$ cat config.mk
export PLATFORM = sky130hd
export DESIGN_NAME = boreal_sram_dma_ctrl
export DESIGN_NICKNAME = d
export VERILOG_FILES = /design/src/rtl/boreal_sram_dma_ctrl.sv
export SDC_FILE = /design/constraint.sdc
export NUM_CORES = 1
export LEC_CHECK = 0
export CAP_MARGIN = 20
export CELL_PAD_IN_SITES_DETAIL_PLACEMENT = 0
export CELL_PAD_IN_SITES_GLOBAL_PLACEMENT = 1
export CORE_MARGIN = 2
export CORE_UTILIZATION = 36
export CTS_CLUSTER_SIZE = 16
export DETAILED_ROUTE_END_ITERATION = 10
export PLACE_DENSITY = 0.9
export SYNTH_ARGS = -nofsm -noshare
export SYNTH_HDL_FRONTEND = slang
export SYNTH_SLANG_ARGS = --single-unit
$ cat constraint.sdc
create_clock -name clk -period 5 [get_ports clk]
set_input_delay 0.75 -clock clk [delete_from_list [all_inputs] [get_ports clk]]
set_output_delay 0.75 -clock clk [all_outputs]
set_load 0.01 [all_outputs]
$ cat src/rtl/boreal_sram_dma_ctrl.sv
// Single-channel SRAM tile DMA: copies or fills word ranges through the tile DMA port.
// Optional fill mode is compiled in only when BOREAL_DMA_FILL_EN is defined.
module boreal_sram_dma_ctrl #(
  parameter int unsigned DEPTH_LOG = 10
) (
  input  logic                 clk,
  input  logic                 rst,
  input  logic                 sel,
  input  logic                 wr,
  input  logic [31:0]          addr,
  input  logic [31:0]          wdata,
  output logic [31:0]          rdata,
  output logic                 ack,
  output logic                 m_sel,
  output logic                 m_wr,
  output logic [DEPTH_LOG-1:0] m_addr,
  output logic [31:0]          m_wdata,
  input  logic [31:0]          m_rdata,
  input  logic                 m_ack,
  output logic                 irq
);

  localparam logic [2:0] OFF_CTRL   = 3'd0;
  localparam logic [2:0] OFF_SRC    = 3'd1;
  localparam logic [2:0] OFF_DST    = 3'd2;
  localparam logic [2:0] OFF_LEN    = 3'd3;
  localparam logic [2:0] OFF_FILL   = 3'd4;
  localparam logic [2:0] OFF_STATUS = 3'd5;

  typedef enum logic [2:0] {IDLE, RD_REQ, RD_WAIT, WR_REQ, WR_WAIT, DONE} state_t;

  state_t               state_q, state_d;
  logic [DEPTH_LOG-1:0] src_q, dst_q;
  logic [DEPTH_LOG:0]   len_q;
  logic [DEPTH_LOG-1:0] sw_q, sw_d, dw_q, dw_d;
  logic [DEPTH_LOG:0]   cnt_q, cnt_d;
  logic [31:0]          hold_q, hold_d;
  logic [31:0]          rd_val, rdata_q;
  logic                 irq_en_q, busy_q, done_q, err_q, ack_q;

  logic [2:0] reg_off;
  logic       wr_en, wr_ctrl, wr_status, start_req, start_ok;
  logic       mode, start_mode;
  logic [31:0] fill;
  logic       unused_bits;

  assign reg_off   = addr[4:2];
  assign wr_en     = sel && wr;
  assign wr_ctrl   = wr_en && (reg_off == OFF_CTRL);
  assign wr_status = wr_en && (reg_off == OFF_STATUS);
  assign start_req = wr_ctrl && wdata[0];
  assign start_ok  = start_req && !busy_q;
  assign unused_bits = ^{addr[31:5], addr[1:0], wdata};

`ifdef BOREAL_DMA_FILL_EN
  logic        mode_q;
  logic [31:0] fill_q;

  always_ff @(posedge clk or posedge rst) begin
    if (rst) begin
      mode_q <= 1'b0;
      fill_q <= '0;
    end else if (wr_en && !busy_q) begin
      if (reg_off == OFF_CTRL) mode_q <= wdata[1];
      if (reg_off == OFF_FILL) fill_q <= wdata;
    end
  end

  assign mode       = mode_q;
  assign fill       = fill_q;
  // The start write also carries the mode for the transfer it launches.
  assign start_mode = wdata[1];
`else
  assign mode       = 1'b0;
  assign fill       = '0;
  assign start_mode = 1'b0;
`endif

  always_comb begin
    rd_val = '0;
    case (reg_off)
      OFF_CTRL:   rd_val = {29'd0, irq_en_q, mode, 1'b0};
      OFF_SRC:    rd_val = 32'(src_q);
      OFF_DST:    rd_val = 32'(dst_q);
      OFF_LEN:    rd_val = 32'(len_q);
      OFF_FILL:   rd_val = fill;
      OFF_STATUS: rd_val = {29'd0, err_q, done_q, busy_q};
      default:    rd_val = '0;
    endcase
  end

  always_ff @(posedge clk or posedge rst) begin
    if (rst) begin
      ack_q    <= 1'b0;
      rdata_q  <= '0;
      src_q    <= '0;
      dst_q    <= '0;
      len_q    <= '0;
      irq_en_q <= 1'b0;
      busy_q   <= 1'b0;
      done_q   <= 1'b0;
      err_q    <= 1'b0;
    end else begin
      ack_q   <= sel;
      rdata_q <= (sel && !wr) ? rd_val : '0;
      if (wr_en && !busy_q) begin
        if (reg_off == OFF_SRC) src_q <= wdata[DEPTH_LOG-1:0];
        if (reg_off == OFF_DST) dst_q <= wdata[DEPTH_LOG-1:0];
        if (reg_off == OFF_LEN) len_q <= wdata[DEPTH_LOG:0];
      end
      if (wr_ctrl) irq_en_q <= wdata[2];
      if (start_ok)              busy_q <= 1'b1;
      else if (state_q == DONE)  busy_q <= 1'b0;
      // Completion beats a same-cycle W1C clear.
      if (state_q == DONE)                         done_q <= 1'b1;
      else if (start_ok || (wr_status && wdata[1])) done_q <= 1'b0;
      if (start_req && busy_q)        err_q <= 1'b1;
      else if (wr_status && wdata[2]) err_q <= 1'b0;
    end
  end

  always_comb begin
    state_d = state_q;
    sw_d    = sw_q;
    dw_d    = dw_q;
    cnt_d   = cnt_q;
    hold_d  = hold_q;
    m_sel   = 1'b0;
    m_wr    = 1'b0;
    m_addr  = '0;
    m_wdata = '0;
    case (state_q)
      IDLE: begin
        if (start_ok) begin
          sw_d  = src_q;
          dw_d  = dst_q;
          cnt_d = len_q;
          if (len_q == '0)     state_d = DONE;
          else if (start_mode) state_d = WR_REQ;
          else                 state_d = RD_REQ;
        end
      end
      RD_REQ: begin
        m_sel   = 1'b1;
        m_addr  = sw_q;
        state_d = RD_WAIT;
      end
      RD_WAIT: begin
        if (m_ack) begin
          hold_d  = m_rdata;
          state_d = WR_REQ;
        end else begin
          state_d = RD_REQ;
        end
      end
      WR_REQ: begin
        m_sel   = 1'b1;
        m_wr    = 1'b1;
        m_addr  = dw_q;
        m_wdata = mode ? fill : hold_q;
        state_d = WR_WAIT;
      end
      WR_WAIT: begin
        if (m_ack) begin
          sw_d  = sw_q + 1'b1;
          dw_d  = dw_q + 1'b1;
          cnt_d = cnt_q - 1'b1;
          if (cnt_q == (DEPTH_LOG+1)'(1)) state_d = DONE;
          else if (mode)                  state_d = WR_REQ;
          else                            state_d = RD_REQ;
        end else begin
          state_d = WR_REQ;
        end
      end
      DONE:    state_d = IDLE;
      default: state_d = IDLE;
    endcase
  end

  always_ff @(posedge clk or posedge rst) begin
    if (rst) begin
      state_q <= IDLE;
      sw_q    <= '0;
      dw_q    <= '0;
      cnt_q   <= '0;
      hold_q  <= '0;
    end else begin
      state_q <= state_d;
      sw_q    <= sw_d;
      dw_q    <= dw_d;
      cnt_q   <= cnt_d;
      hold_q  <= hold_d;
    end
  end

  assign rdata = rdata_q;
  assign ack   = ack_q;
  assign irq   = done_q & irq_en_q;

endmodule

Yosys cells after proc, flatten, opt, wreduce, memory -nomap -nowiden

Cells that the tools add are included.
W data, S select, Z words.

Flip-flop bits (word level): 134
Latch bits: 0
RAM bits: 0
ROM bits: 0
Input bits: 101
Output and inout port bits: 78
Word-level logic and storage cells: 83
Memories kept: 0

Add/sub/neg operators: 3
$mul: 0
Divide/modulo/power cells: 0
Order comparisons: 0
Equality and inequality tests: 12
Shift-type cells: 0
Multiplexer cells: 27
Bitwise operators: 1
Reductions and logical operators: 26

Operator list:

| operator                | number |
|---|---|
| $mux W32                | 2 |
| $pmux W10 S2            | 3 |
| $pmux W11 S5            | 1 |
| $mux W10                | 4 |
| $mux W11                | 2 |
| $pmux W11 S2            | 1 |
| $add A10 B1 Y10 const B | 2 |
| $pmux W3 S5             | 1 |
| $eq A3 B2 Y1 const B    | 4 |
| $mux W3                 | 4 |
| $eq A11 B1 Y1 const B   | 1 |
| $logic_not A11 Y1       | 1 |
| $sub A11 B1 Y11 const B | 1 |
| $logic_and A1 B1 Y1     | 10 |
| $eq A3 B3 Y1 const B    | 3 |
| $mux W1                 | 8 |
| $reduce_and A2 Y1       | 4 |
| $reduce_bool A2 Y1      | 4 |
| $eq A3 B1 Y1 const B    | 2 |
| $logic_not A3 Y1        | 2 |
| $ne A2 B2 Y1 const B    | 2 |
| $reduce_and A3 Y1       | 1 |
| $logic_not A1 Y1        | 2 |
| $mux W2                 | 1 |
| other kinds (3)         | 3 |

Longest topological paths before layout

Word-level depth: 7
Gate-level depth with buffers: 8
Mapped depth without buffers: 6

Least setup slack after synthesis

No wires, ideal clock.

Path type: flip-flop to output port
From: register state_q[0]
To: output m_wdata[22]
Data arrival time: 1.321 ns
Slack: 2.929 ns
Stages on the path, launching flop included: 6
Buffers on the path: 2
Cells stage by stage: dfrtp_1 buf_2 nand2b_1 nor2_1 clkbuf_1 and2_1

Cells in the longest elaborated chain, start to end: 2

Ends and longest elaborated chain:

| item                   | line | RTL |
|---|---|---|
| from (decl)            | 32   | `state_t state_q, state_d;` |
| from (signal assigned) | 188  | `state_q <= state_d;` |
| $eq A3 B2 Y1           | 132  | `case (state_q)` |
| $mux W32               | 132  |  |
| to (decl)              | 17   | `output logic [31:0] m_wdata,` |

No other way between the ends.

Worst setup path in the final report

From: register state_q[1]
To: output m_wdata[5]

Same word-level chain as after synthesis.

==> flow_metrics.env <==
export IMPL_outcome="completed"
export IMPL_finalNetCount=768
export IMPL_fin_crit_ns=3.57
export IMPL_drv_cap=0
export IMPL_dr_pass1_iters=5
export IMPL_cp_required_ns=4.25
export IMPL_portBuffers=107
export IMPL_grt_max_degree=83
export IMPL_track_usage_pct=18.0
export IMPL_drt_iter0_markers=367
export IMPL_vias=4654
export IMPL_maxSlewViolCount=0
export IMPL_ys_seq_area_share_pct=48.1
export IMPL_routed_wirelength_um=15100
export IMPL_clock_root_buffer="clkbuf_16"
export IMPL_pwr_density_cell_mw_per_mm2=563
export IMPL_drive_above_1_share_pct=17.5
export IMPL_num_rows=46
export IMPL_start_util_pct=36.9
export IMPL_synth_top_cell_area_share_pct=48.1
export IMPL_startpoint="state_q[1]"
export IMPL_clkPwrFrac_pct=29.3
export IMPL_net_switching_power_uw=1490
export IMPL_cts_buffers=17
export IMPL_leakagePower_uw=0.00320
export IMPL_async_flop_share_pct=100
export IMPL_boundaryPins=179
export IMPL_p_int_uw=2810
export IMPL_setup_tns_ns=0
export IMPL_area_growth_pct=30.0
export IMPL_cp_end_kind="output port"
export IMPL_path_clk_slew_ns=0.06
export IMPL_yosysMostFrequentCell="dfrtp_1"
export IMPL_worstRegToRegCells=5
export IMPL_cts_sinks=113
export IMPL_grt_overflow=0
export IMPL_core_mm2=0.0159
export IMPL_die_area_mm2=0.0174
export IMPL_synth_edf_count=0
export IMPL_synth_top_area_cell="dfrtp_1"
export IMPL_cts_hold_buf=0
export IMPL_antenna_diode_count=0
export IMPL_synth_seq_cells=113
export IMPL_die_x_um=132
export IMPL_crit_path_max_incr_delay_ns=0.90
export IMPL_cts_tree="built"
export IMPL_rsz0062_at_grt="no"
export IMPL_instances_no_fill=892
export IMPL_clk_latency_ns=0.42
export IMPL_synthTopCellsByCount="dfrtp_1, mux2_2, nand2_1"
export IMPL_yosysUniqueCellTypes=57
export IMPL_hpwl_um=10500
export IMPL_period_share_pct=71.4
export IMPL_viasPerCell=5.22
export IMPL_grt_pass1_vias=4717
export IMPL_ys_flop_type="dfrtp_1"
export IMPL_worstHoldStart="hold_q[24]"
export IMPL_yosysWarnings=0
export IMPL_power_frac_comb_pct=31.5
export IMPL_whs_endpoint="hold_q[24]"
export IMPL_ctsHtreeMaxLevel=4
export IMPL_holdPathStages=1
export IMPL_fin_skew_ns=0.00812
export IMPL_drt_wirelength_per_cell_um=16.9
export IMPL_setup_violations_final=0
export IMPL_cts_setup_buffers=0
export IMPL_seqPwrFrac_pct=39.2
export IMPL_rr_startpoint="state_q[1]"
export IMPL_fillerInstances=1453
export IMPL_arrival_ns=2.82
export IMPL_drc=0
export IMPL_synthTopCellsByArea="dfrtp_1, mux2_2, and2_1, mux2i_1, buf_4"
export IMPL_die_y_um=132
export IMPL_antenna_found_initial=0
export IMPL_finalWeightedCongestion=0.874
export IMPL_worstPathMaxFanout=33
export IMPL_r2r_slack_ns=2.05
export IMPL_peakVddDrop_uv=307
export IMPL_maxSlewHeadroom_pct=28.9
export IMPL_clockBufferDepth=2
export IMPL_grt_pass1_wl_um=24800
export IMPL_syn_mean_instance_area_um2=10.4
export IMPL_cp_cell_sequence="inv_1 > nor2_1 > buf_4 > and2_1 > clkdlybuf4s50_1"
export IMPL_ant_nets=0
export IMPL_cp_start_kind="flip-flop"
export IMPL_ctsResizeCount=0
export IMPL_sw_frac_of_total_pct=34.6
export IMPL_power_total_uw=4300
export IMPL_tightest_slew_ns=1.06
export IMPL_fmax_mhz=280
export IMPL_synth_area_mm2=0.00588
export IMPL_reg2reg_to="sw_q[6]"
export IMPL_holdWs_ns=0.481
export IMPL_finalHoldViolCount=0
export IMPL_synth_cells=565
export IMPL_critPathSlowestCell="dfrtp_1"
export IMPL_path_class="reg2out"
export IMPL_placed_cells=859
export IMPL_hp_class="reg2reg"
[metrics by stage]
step	cell area (µm²)	setup WS, ns	util (%)
after global placement	7000	1.75	43.9
after floorplan	5960	1.26	-
after detailed placement	7000	1.68	43.9
after CTS	7620	1.38	47.8
after global routing	7650	1.20	48.0
final	7650	1.43	48.0
[cells in the final DEF (no fill, tap or decap), types with 3 or more instances in the layout]
master and instances:
dfrtp_1 113, clkdlybuf4s50_1 107, mux2_2 70, nand2_1 42
nor2_1 40, and2_1 34, a21oi_1 32, nand3_1 29
o21ai_0 28, conb_1 21, mux2i_1 17, clkbuf_16 17
nor3_1 13, inv_1 10, a22oi_1 8, and3_1 5
inv_6 5, buf_4 5, nor2b_1 4, o22ai_1 4
nor3b_1 4, ha_1 4, clkinv_4 4, nand2b_1 3
and4_1 3, o31a_1 3, bufinv_16 3
[cell type report]
type / instances / area [µm²] / share of cell area [%]
timing repair buffer: 113 / 1140 / 14.9
inverter: 11 / 43.8 / 0.572
clock buffer: 17 / 425 / 5.56
multi-input combinational: 407 / 2750 / 36.0
clock inverter: 15 / 195 / 2.55
tap: 216 / 270 / 3.53
sequential: 113 / 2830 / 37.0
[worst max path at each step]
stage                       end  depth (start not counted)  slack (ns)
global placement        sw_q[3]                          6        1.75
detailed placement      dw_q[3]                          6        1.68
finish               m_wdata[5]                          5        1.43
global route         m_wdata[7]                          5        1.20
floorplan                   ack                          1        1.26
CTS                 m_wdata[12]                          5        1.38
[kinds of logic after synthesis]
logic type,Yosys count,synth area share [%]
and+or+nand+nor,195,17.5
other,1,0.0637
adders and majority gates,4,0.851
muxes,88,16.5
DFF,113,48.1
buffers and inverters,65,6.57
xor gates and xnor gates,1,0.149
AOI/OAI and AO/OA,98,10.4
[routing by layer]
layer / up-vias / share of wire (%) / GRT usage [%]
li1: 2159 / - / -
met1: 2273 / 44 / 22.8
met2: 197 / 47 / 28.6
met3: 25 / 6.2 / 5.81
met4: 0 / 2.0 / 7.25
met5: - / 0 / 0
[power by group through the flow]
stage	registers [µW]	clock network (µW)	logic, µW
floorplan	1490	0	1050
global placement	1660	0	1300
detailed placement	1690	0	1360
CTS	1680	1280	1360
global route	1740	1330	1500
finish	1690	1260	1360
[worst max-delay path: cells and delay by family (launching register included)]
family | cells | cell delay [ns]
DFF | 1 | 0.90
and+or+nand+nor | 2 | 0.33
buffers and inverters | 3 | 1.16
[state kept, by name (all words and copies together), names as in the netlist]
register  flops
ack           1
busy_q        1
cnt_q        11
done_q        1
dst_q        10
dw_q         10
err_q         1
hold_q       32
irq_en_q      1
len_q        11
rdata        11
src_q        10
state_q       3
sw_q         10
(Power assumes the default switching activity.)
